$ cat src/rtl/instr_sequencer.sv
// Instruction sequencer: fetches 16-bit words over req/ack, presents them to the datapath
// for one execute cycle, and latches the returned ALU flags. Optional macro: SEQ_SINGLE_STEP_EN.
module instr_sequencer #(
  parameter int                    ADDR_WIDTH = 16,
  parameter logic [ADDR_WIDTH-1:0] RESET_PC   = '0,
  parameter int                    FLAG_WIDTH = 5
) (
  input  logic                  clk,
  input  logic                  rst_n,
  input  logic                  run,
`ifdef SEQ_SINGLE_STEP_EN
  input  logic                  step,
`endif
  output logic                  mem_req,
  output logic [ADDR_WIDTH-1:0] mem_addr,
  input  logic                  mem_ack,
  input  logic [15:0]           mem_data,
  output logic [15:0]           opcode,
  output logic                  cin,
  output logic                  wr_en,
  input  logic [FLAG_WIDTH-1:0] flags,
  output logic [FLAG_WIDTH-1:0] psr,
  output logic                  halted
);

  localparam logic [15:0] HALT_WORD = 16'hFFFF;

  typedef enum logic [1:0] {IDLE, FETCH, EXEC, HALT} state_t;

  state_t                  state_q, state_d;
  logic [ADDR_WIDTH-1:0]   pc_q, pc_d;
  logic [15:0]             ir_q, ir_d;
  logic [FLAG_WIDTH-1:0]   psr_q, psr_d;
  logic                    start_fetch;
  logic                    keep_going;

`ifdef SEQ_SINGLE_STEP_EN
  // Each Step pulse releases exactly one instruction; Run has no effect in this build.
  logic step_q;

  always_ff @(posedge clk or negedge rst_n) begin
    if (!rst_n) step_q <= 1'b0;
    else        step_q <= step;
  end

  assign start_fetch = step & ~step_q;
  assign keep_going  = 1'b0;
`else
  assign start_fetch = run;
  assign keep_going  = run;
`endif

  always_comb begin
    state_d = state_q;
    pc_d    = pc_q;
    ir_d    = ir_q;
    psr_d   = psr_q;
    case (state_q)
      IDLE: begin
        if (start_fetch) state_d = FETCH;
      end
      FETCH: begin
        if (mem_ack) begin
          ir_d    = mem_data;
          pc_d    = pc_q + ADDR_WIDTH'(1);
          state_d = EXEC;
        end
      end
      EXEC: begin
        if (ir_q == HALT_WORD) begin
          state_d = HALT;
        end else begin
          psr_d   = flags;
          state_d = keep_going ? FETCH : IDLE;
        end
      end
      HALT:    state_d = HALT;
      default: state_d = IDLE;
    endcase
  end

  // Strobes are computed from the next state so every output comes straight off a flop.
  always_ff @(posedge clk or negedge rst_n) begin
    if (!rst_n) begin
      state_q <= IDLE;
      pc_q    <= RESET_PC;
      ir_q    <= 16'h0000;
      psr_q   <= '0;
      mem_req <= 1'b0;
      wr_en   <= 1'b0;
      halted  <= 1'b0;
      cin     <= 1'b0;
    end else begin
      state_q <= state_d;
      pc_q    <= pc_d;
      ir_q    <= ir_d;
      psr_q   <= psr_d;
      mem_req <= (state_d == FETCH);
      wr_en   <= (state_d == EXEC) && (ir_d != HALT_WORD);
      halted  <= (state_d == HALT);
      cin     <= psr_d[0];
    end
  end

  assign mem_addr = pc_q;
  assign opcode   = ir_q;
  assign psr      = psr_q;

endmodule

$ cat config.mk
export PLATFORM = sky130hd
export DESIGN_NAME = instr_sequencer
export DESIGN_NICKNAME = d
export VERILOG_FILES = /design/src/rtl/instr_sequencer.sv
export SDC_FILE = /design/constraint.sdc
export NUM_CORES = 1
export LEC_CHECK = 0
export ABC_AREA = 1
export BUFFER_PORTS_ARGS = -buffer_cell sky130_fd_sc_hd__buf_2
export CORE_MARGIN = 5
export CORE_UTILIZATION = 51
export CTS_BUF_LIST = sky130_fd_sc_hd__clkbuf_2
export CTS_CLUSTER_SIZE = 28
export DETAILED_ROUTE_END_ITERATION = 6
export PLACE_DENSITY_LB_ADDON = 0.08
export SLEW_MARGIN = 20
export SYNTH_ARGS = -nofsm -noshare
export SYNTH_HDL_FRONTEND = slang
export SYNTH_SLANG_ARGS = --single-unit
$ cat constraint.sdc
create_clock -name clk -period 1.7 [get_ports clk]
set_clock_uncertainty 0.1 [all_clocks]
set_input_delay 0.17 -clock clk [delete_from_list [all_inputs] [get_ports clk]]
set_output_delay 0.17 -clock clk [all_outputs]
set_load 0.01 [all_outputs]
# == Yosys cells after proc, flatten, opt, wreduce, memory -nomap -nowiden ==
# Cells that the tools add are included.
# word_totals
regBits,42
in_bits,25
out_inout_bits,41
# classes
addsub,1
n_eq_ne,8
n_mux,7
n_bitwise,1
n_reduce_logical,4
# op_table
op,count
16-bit two-way mux,2
"16-bit by 1-bit adder with 16-bit output, second input constant",1
"16-bit equality test, second input constant",1
"16-bit inequality test, second input constant",1
"2-bit equality test, second input constant",4
2-bit one-hot mux with 4 select lines,1
2-bit two-way mux,3
"2-bit by 1-bit equality test with 1-bit output, second input constant",2
2-bit AND reduction,2
2-bit logical NOT,1
1-bit logical AND,1
1-bit two-way mux,1
1-bit inverter,1

# == Depth between registers and ports, before layout ==
# Gate-level depths: netlist (run 1).
# depth
depth_word,5
mapped_depth,11

# == Worst setup path after synthesis (run 1) ==
# Ideal clock, no wire load.
# synth_path
kind,register to register
from,reg state_q[1]
to,"reg pc_q[13], in the netlist mem_addr[13]"
setup_ns,0.123
t_arrival_ns,1.234
t_required_ns,1.477
setup_slack_ns,0.243
path_stages_with_launch,8
n_path_buf,0
period_less_slack_ns,1.457
cell_sequence,dfrtp_1 -> inv_2 -> nand3_4 -> nor2_2 -> nand2_1 -> nor2_4 -> nand3_1 -> xor2_1
# synth_between
elab_chain_cells,2
# synth_rtl
element,line_no,text
start: declaration,30,"state_t state_q, state_d;"
start signal: assignment,94,state_q <= state_d;
2-bit by 1-bit equality test with 1-bit output,58,case (state_q)
2-bit AND reduction (no source line),n/a,
end signal: assignment,95,pc_q <= pc_d;
end: declaration,31,"logic [ADDR_WIDTH-1:0] pc_q, pc_d;"
# No other way between the ends.
# A chain may end at the register's enable or synchronous reset.

# == Final worst setup path (run 1) ==
# layout_path
from,in mem_ack
to,reg wr_en
# layout_between
elab_chain_cells,4
# layout_rtl
element,line_no,text
start: declaration,16,"input logic mem_ack,"
16-bit two-way mux,63,if (mem_ack) begin
16-bit two-way mux,58,
net ir_d[14],32,"logic [15:0] ir_q, ir_d;"
16-bit inequality test,99,wr_en <= (state_d == EXEC) && (ir_d != HALT_WORD);
1-bit logical AND,99,
end signal: assignment,99,
end: declaration,20,"output logic wr_en,"
# The timed path passes the listed nets, and every way through them passes these cells.

==> results of run 1 <==
[synthesized netlist by cell type]
library cell / number / share of area
sky130_fd_sc_hd__dfrtp_1: 42 / 0.55
sky130_fd_sc_hd__nor3_1: 4 / 0.010
sky130_fd_sc_hd__buf_4: 4 / 0.016
sky130_fd_sc_hd__nand2_1: 87 / 0.17
sky130_fd_sc_hd__nand3_4: 1 / 0.0091
sky130_fd_sc_hd__nor2_2: 2 / 0.0065
sky130_fd_sc_hd__inv_1: 10 / 0.020
sky130_fd_sc_hd__o21ai_0: 2 / 0.0052
sky130_fd_sc_hd__nor2_1: 18 / 0.035
sky130_fd_sc_hd__nand2_2: 2 / 0.0065
sky130_fd_sc_hd__xor2_1: 9 / 0.041
sky130_fd_sc_hd__inv_2: 1 / 0.0020
sky130_fd_sc_hd__nor2_4: 2 / 0.012
sky130_fd_sc_hd__xnor2_1: 6 / 0.027
sky130_fd_sc_hd__ha_1: 1 / 0.0065
sky130_fd_sc_hd__buf_6: 2 / 0.012
sky130_fd_sc_hd__o21a_1: 1 / 0.0039
sky130_fd_sc_hd__nand4_1: 10 / 0.033
sky130_fd_sc_hd__nand3_1: 14 / 0.037
[final cells by class]
| cell class | instances | area, sq um |
|---|---|---|
| fillers | 280 | 1020 |
| repair buffers | 99 | 673 |
| inverters | 11 | 41.3 |
| multi-input cells | 159 | 778 |
| flip-flops and latches | 42 | 1050 |
| clock buffers | 5 | 25.0 |
| clock inverters | 2 | 10.0 |
| well taps | 48 | 60.1 |
[per-layer routing]
layer | up-vias | part of all wire | GRT usage
met3 | 7 | 0.063 | 0.0463
met4 | 0 | 0.012 | 0.0731
met2 | 62 | 0.49 | 0.321
met1 | 802 | 0.44 | 0.242
met5 | - | 0 | 0
li1 | 896 | - | -
[final timing paths]
| check | from | end | cells after the start |
|---|---|---|---|
| worst max-delay path | mem_ack | wr_en | 12 |
| worst min-delay path | rst_n | psr[2] | 2 |
| worst max register to register | state_q[1] | mem_addr[15] | 7 |
| worst min register to register | psr[3] | psr[3] | 2 |
| max in group asynchronous | rst_n | opcode[4] | 3 |
| min in group clk | psr[3] | psr[3] | 2 |
[stage by stage]
step,hold slack (ps),power [uW],utilization
2_1_floorplan,-226,1020,-
3_3_place_gp,64.1,1070,0.629
3_5_place_dp,59.2,1070,0.629
4_1_cts,8.37,1500,0.701
5_1_grt,131,1570,0.721
6_report,126,1490,0.721
[state kept, by name (all words and copies together) (netlist names)]
name / count
cin: 1
halted: 1
mem_addr: 16
mem_req: 1
opcode: 16
psr: 4
state_q: 2
wr_en: 1
[kinds of logic (layout without fill, tap and decap cells)]
family | Yosys count | after routing
xor gates and xnor gates | 15 | 15
AOI/OAI and AO/OA | 3 | 3
DFF | 42 | 42
adders and majority gates | 1 | 1
buffers and inverters | 17 | 117
and+or+nand+nor | 140 | 140
[timing repair]
item,4_1_cts,5_1_grt
hold buffers,23,1
endpoints found under the setup margin,0,3
gates resized for setup,0,5
setup buffers,0,5
endpoints found under the hold margin,65,1
[where the power goes]
group | switching, uW | internal, uW | total, uW
Sequential | 0 | 1000 | 1000
Clock | 303 | 89.2 | 393
Combinational | 38.8 | 60.0 | 98.8
==> metrics.txt, run 1 <==
VDD IR max 453 uV; Startpoint Class input port; sequential-to-total area share from yosys stat 0.548; unique cell type count in the Yosys netlist 19; classification of the worst setup path input port to flop; main combinational cell family by area after synthesis simple AND/OR/NAND/NOR gates; H-tree depth 2; arithmetic-cell share of the synthesized area counting full adders, half adders and majority gates 0.00652; WL/cell 12.8 microns; Post-DP HPWL 3.28 mm; Root Buffer Master sky130_fd_sc_hd__clkbuf_2; Post-Syn Area per Cell 8.80 sq um; required time of the critical path 1890 ps; count of non-filler cells in the finished layout 366; post-layout net count 344; outcome finished, final reports clean; mux cell area share after synthesis 0; Final ANT Viol Nets 0; Post-Syn Nets 244; mapped cell area 0.00192 sq mm; # clock sinks 42; leakage power of the design 0.00141 uW; Worst-Margin Slew 500 ps; Clock transition at path regs 220 ps; RSZ-0062 raised after global routing false; layout overhead on the synthesized area 37.7%; total number of vias 1767; Power Density 565 mW/mm^2; largest net degree at the start of global routing 23; least setup slack across all paths after layout 145 ps; # IOs 66; Design Area, Final 0.00264 sq mm; DRT Pass-1 Iters 4; CP Capture Type flop; Maximum Capacitance Violations 0; fin crit period 1550 ps; fin crit share 0.915; number of inserted diodes 0; Remaining DRCs 0; number of port buffers 65; total of flip-flops plus latches after synthesis 42; crit-path max cell delay 530 ps; x dimension of the die 71.3 microns; number of antenna violations at the first check in global routing 0; total clock buffers created by CTS 5; maximum clock path buffer count 2; post-synthesis share of cell area spent on and, or, nand and nor gates 0.319; Top delay family on crit path buffers and inverters; data arrival at the endpoint of the critical path 1750 ps; wire length of the first global-routing pass 7.73 mm; number of global-route vias before repair 1702; Yosys Warn Count 0; worst slack, placed 60.0 ps; top achievable clock speed 643 MHz; cells traversed along the worst timing path dlygate4sd3_1 > buf_2 > nand2_2 > nor2_4 > buf_12 > nand2_1 > nand2_1 > nand2_1 > nor2_1 > nand2_1 > nor2_1 > nor2_1; Cells after Synth 218; hold violation count in the final report 0; Overflow after GRT 0; worst reg-to-reg setup slack 150 ps; Setup Total Neg Slack 0 ps; gpl congestion 0.861; via/cell ratio 4.83; classification of the worst-slack hold path input port to async pin; number of pins exceeding their max-slew limit in the final report 0; combined buffer and inverter count along the critical path 3; number of violations reported at the end of detailed-routing iteration 0 76; die extent in y 71.3 microns; most frequent cells in the layout sky130_fd_sc_hd__nand2_1 (87), sky130_fd_sc_hd__buf_2 (65), sky130_fd_sc_hd__dfrtp_1 (40); count of placed standard cells including taps 330; TritonCTS clock tree built; setup violation total in the final timing report 0; layout cells sized above 1 0.289; core box area 0.00366 sq mm; starting density of the core 0.524; Clk Latency, worst-skew pair 400 ps; most frequent standard cell in the layout excluding fill and tap cells sky130_fd_sc_hd__nand2_1; drt total wl 4.68 mm; fraction of the mapped netlist area in compound gates 0.00913; overall routing resource usage 0.193; post-place instance area 0.00230 sq mm; die footprint 0.00509 sq mm; largest fanout on the critical path 14; relative max-transition margin 0.667; Max stage delay cell, worst path sky130_fd_sc_hd__dlygate4sd3_1; CP dominant cell by count sky130_fd_sc_hd__nand2_1; row count 22; xor and xnor area share after synthesis 0.0685
Note: power is estimated with default switching activity, not from simulation.
==> run 2: changes to the inputs <==
SETUP_SLACK_MARGIN = 0.4   (was unset)
==> metrics.txt, run 2 (synthesis gave the netlist of run 1 again) <==
Clock transition at path regs 200 ps (was 220 ps); Power Density 528 mW/mm^2 (was 565 mW/mm^2); classification of the worst-slack hold path input port to flop (was input port to async pin); Hold Startpoint mem_ack; Max stage delay cell, worst path sky130_fd_sc_hd__dfrtp_2 (was sky130_fd_sc_hd__dlygate4sd3_1); Worst-Margin Slew 302 ps (was 500 ps); RSZ-0062 raised after global routing true (was false); H-tree depth 2 (unchanged); CP dominant cell by count sky130_fd_sc_hd__nand2_1 (unchanged); Worst Hold Depth 3; Post-DP HPWL 3.22 mm (was 3.28 mm); most frequent cells in the layout sky130_fd_sc_hd__nand2_1 (85), sky130_fd_sc_hd__buf_2 (63), sky130_fd_sc_hd__dfrtp_1 (39) (was sky130_fd_sc_hd__nand2_1 (87), sky130_fd_sc_hd__buf_2 (65), sky130_fd_sc_hd__dfrtp_1 (40)); number of violations reported at the end of detailed-routing iteration 0 57 (was 76); post-layout net count 363 (was 344); Root Buffer Master sky130_fd_sc_hd__clkbuf_2 (unchanged); maximum clock path buffer count 2 (unchanged); Remaining DRCs 0 (unchanged); overall routing resource usage 0.202 (was 0.193); Top delay family on crit path simple AND/OR/NAND/NOR gates (was buffers and inverters); Final ANT Viol Nets 0 (unchanged); drt total wl 5.02 mm (was 4.68 mm); wire length of the first global-routing pass 8.20 mm (was 7.73 mm); number of antenna violations at the first check in global routing 0 (unchanged); fin crit share 0.915 (about the same); outcome finished, final reports clean (unchanged); cells traversed along the worst timing path buf_4 > nor2_4 > buf_4 > nand2_1 > nand2_1 > nand2_1 > nor2_1 > nand2_1 > nor2_1 > nor2_1 (was dlygate4sd3_1 > buf_2 > nand2_2 > nor2_4 > buf_12 > nand2_1 > nand2_1 > nand2_1 > nor2_1 > nand2_1 > nor2_1 > nor2_1); leakage power of the design 0.00152 uW (was 0.00141 uW); WL/cell 13.0 microns (was 12.8 microns); DRT Pass-1 Iters 4 (unchanged); crit-path max cell delay 450 ps (was 530 ps); total clock buffers created by CTS 5 (unchanged); hold violation count in the final report 0 (unchanged); top achievable clock speed 643 MHz (about the same); endpoint of the lowest-slack register-to-register path wr_en (was mem_addr[15]); row count 22 (unchanged); fin crit period 1560 ps (was 1550 ps); VDD IR max 541 uV (was 453 uV); number of pins exceeding their max-slew limit in the final report 0 (unchanged); CP Capture Type flop (unchanged); layout cells sized above 1 0.376 (was 0.289); Clk Latency, worst-skew pair 410 ps (was 400 ps); via/cell ratio 4.86 (was 4.83); number of port buffers 65 (unchanged); count of placed standard cells including taps 329 (was 330); x dimension of the die 71.3 microns (unchanged); TritonCTS clock tree built (unchanged); data arrival at the endpoint of the critical path 1760 ps (was 1750 ps); combined buffer and inverter count along the critical path 2 (was 3); layout overhead on the synthesized area 50.4% (was 37.7%); largest fanout on the critical path 4 (was 14); # IOs 66 (unchanged); Startpoint Class flop (was input port); R2R Path Start state_q[1] (unchanged); worst reg-to-reg setup slack 140 ps (was 150 ps); starting density of the core 0.524 (unchanged); Overflow after GRT 0 (unchanged); largest net degree at the start of global routing 43 (was 23); Maximum Capacitance Violations 0 (unchanged); worst-case hold path end point opcode[11]; die extent in y 71.3 microns (unchanged); classification of the worst setup path flop to flop (was input port to flop); worst slack, placed 37.3 ps (was 60.0 ps); start point of the critical path state_q[1] (was mem_ack); number of global-route vias before repair 1834 (was 1702); relative max-transition margin 0.797 (was 0.667); Final Power 1520 uW (was 1490 uW); required time of the critical path 1910 ps (was 1890 ps); most frequent standard cell in the layout excluding fill and tap cells sky130_fd_sc_hd__nand2_1 (unchanged); least setup slack across all paths after layout 144 ps (was 145 ps); number of inserted diodes 0 (unchanged); die footprint 0.00509 sq mm (unchanged); Setup Total Neg Slack 0 ps (unchanged); core box area 0.00366 sq mm (unchanged); setup violation total in the final timing report 0 (unchanged); # clock sinks 42 (unchanged); worst-case reg-to-reg path depth 10 (was 7); gpl congestion 0.791 (was 0.861); count of non-filler cells in the finished layout 386 (was 366); total number of vias 1876 (was 1767)
## run 2: cell count changes in the layout (fill, tap and decap cells not counted), sizes merged
cell,delta
dlygate4sd3,-1
clkbuf,+1
buf,+20
## run 2: how the worst max path moves through the flow
stage,endpoint,slack (ps),cells after the start
floorplan,mem_addr[13],280,7
global placement,wr_en,100,10
detailed placement,wr_en,40,10
CTS,wr_en,150,10
global route,wr_en,50,10
finish,wr_en,140,10
## run 2: per-layer routing
metal	routed length, microns	track usage
met1	2050	0.248
met2	2620	0.355
met3	309	0.0421
met4	40	0.0626
met5	0	0
## run 2: timing repair
item	4_1_cts	5_1_grt
hold buffers	23	0
resized for setup	10	10
setup endpoints to repair	45	56
hold endpoints to repair	64	0
pin swaps	7	3
setup buffers	15	11
## run 2: power by group
group          switching [uW]  internal [uW]
clock                     316            108
sequential                  0           1000
combinational            39.0           59.1
total                     355           1170
## run 2: cell type report
cell class	instances	area, sq um
inverter	11	41.3
clock inverter	2	13.8
sequential	42	1050
tap	48	60.1
clock buffer	6	30.0
fill	258	777
multi-input combinational	159	853
timing repair buffer	118	831
## run 2: worst reg2reg max path, cell delays in order, from the launching register on
cell                      delay, ps
sky130_fd_sc_hd__dfrtp_2        450
sky130_fd_sc_hd__buf_4          160
sky130_fd_sc_hd__nor2_4         120
sky130_fd_sc_hd__buf_4          160
sky130_fd_sc_hd__nand2_1         50
sky130_fd_sc_hd__nand2_1         70
sky130_fd_sc_hd__nand2_1         60
sky130_fd_sc_hd__nor2_1          80
sky130_fd_sc_hd__nand2_1         70
sky130_fd_sc_hd__nor2_1         110
sky130_fd_sc_hd__nor2_1          50
## run 2: per-stage QoR
stage / instance area, sq um / hold WS [ps] / utilization
after global routing: 2880 / 10.1 / 0.788
after global placement: 2320 / 59.4 / 0.635
after detailed placement: 2320 / 59.4 / 0.635
after CTS: 2750 / 11.5 / 0.752
final: 2880 / 36.4 / 0.788
after floorplan: 1940 / -226 / -
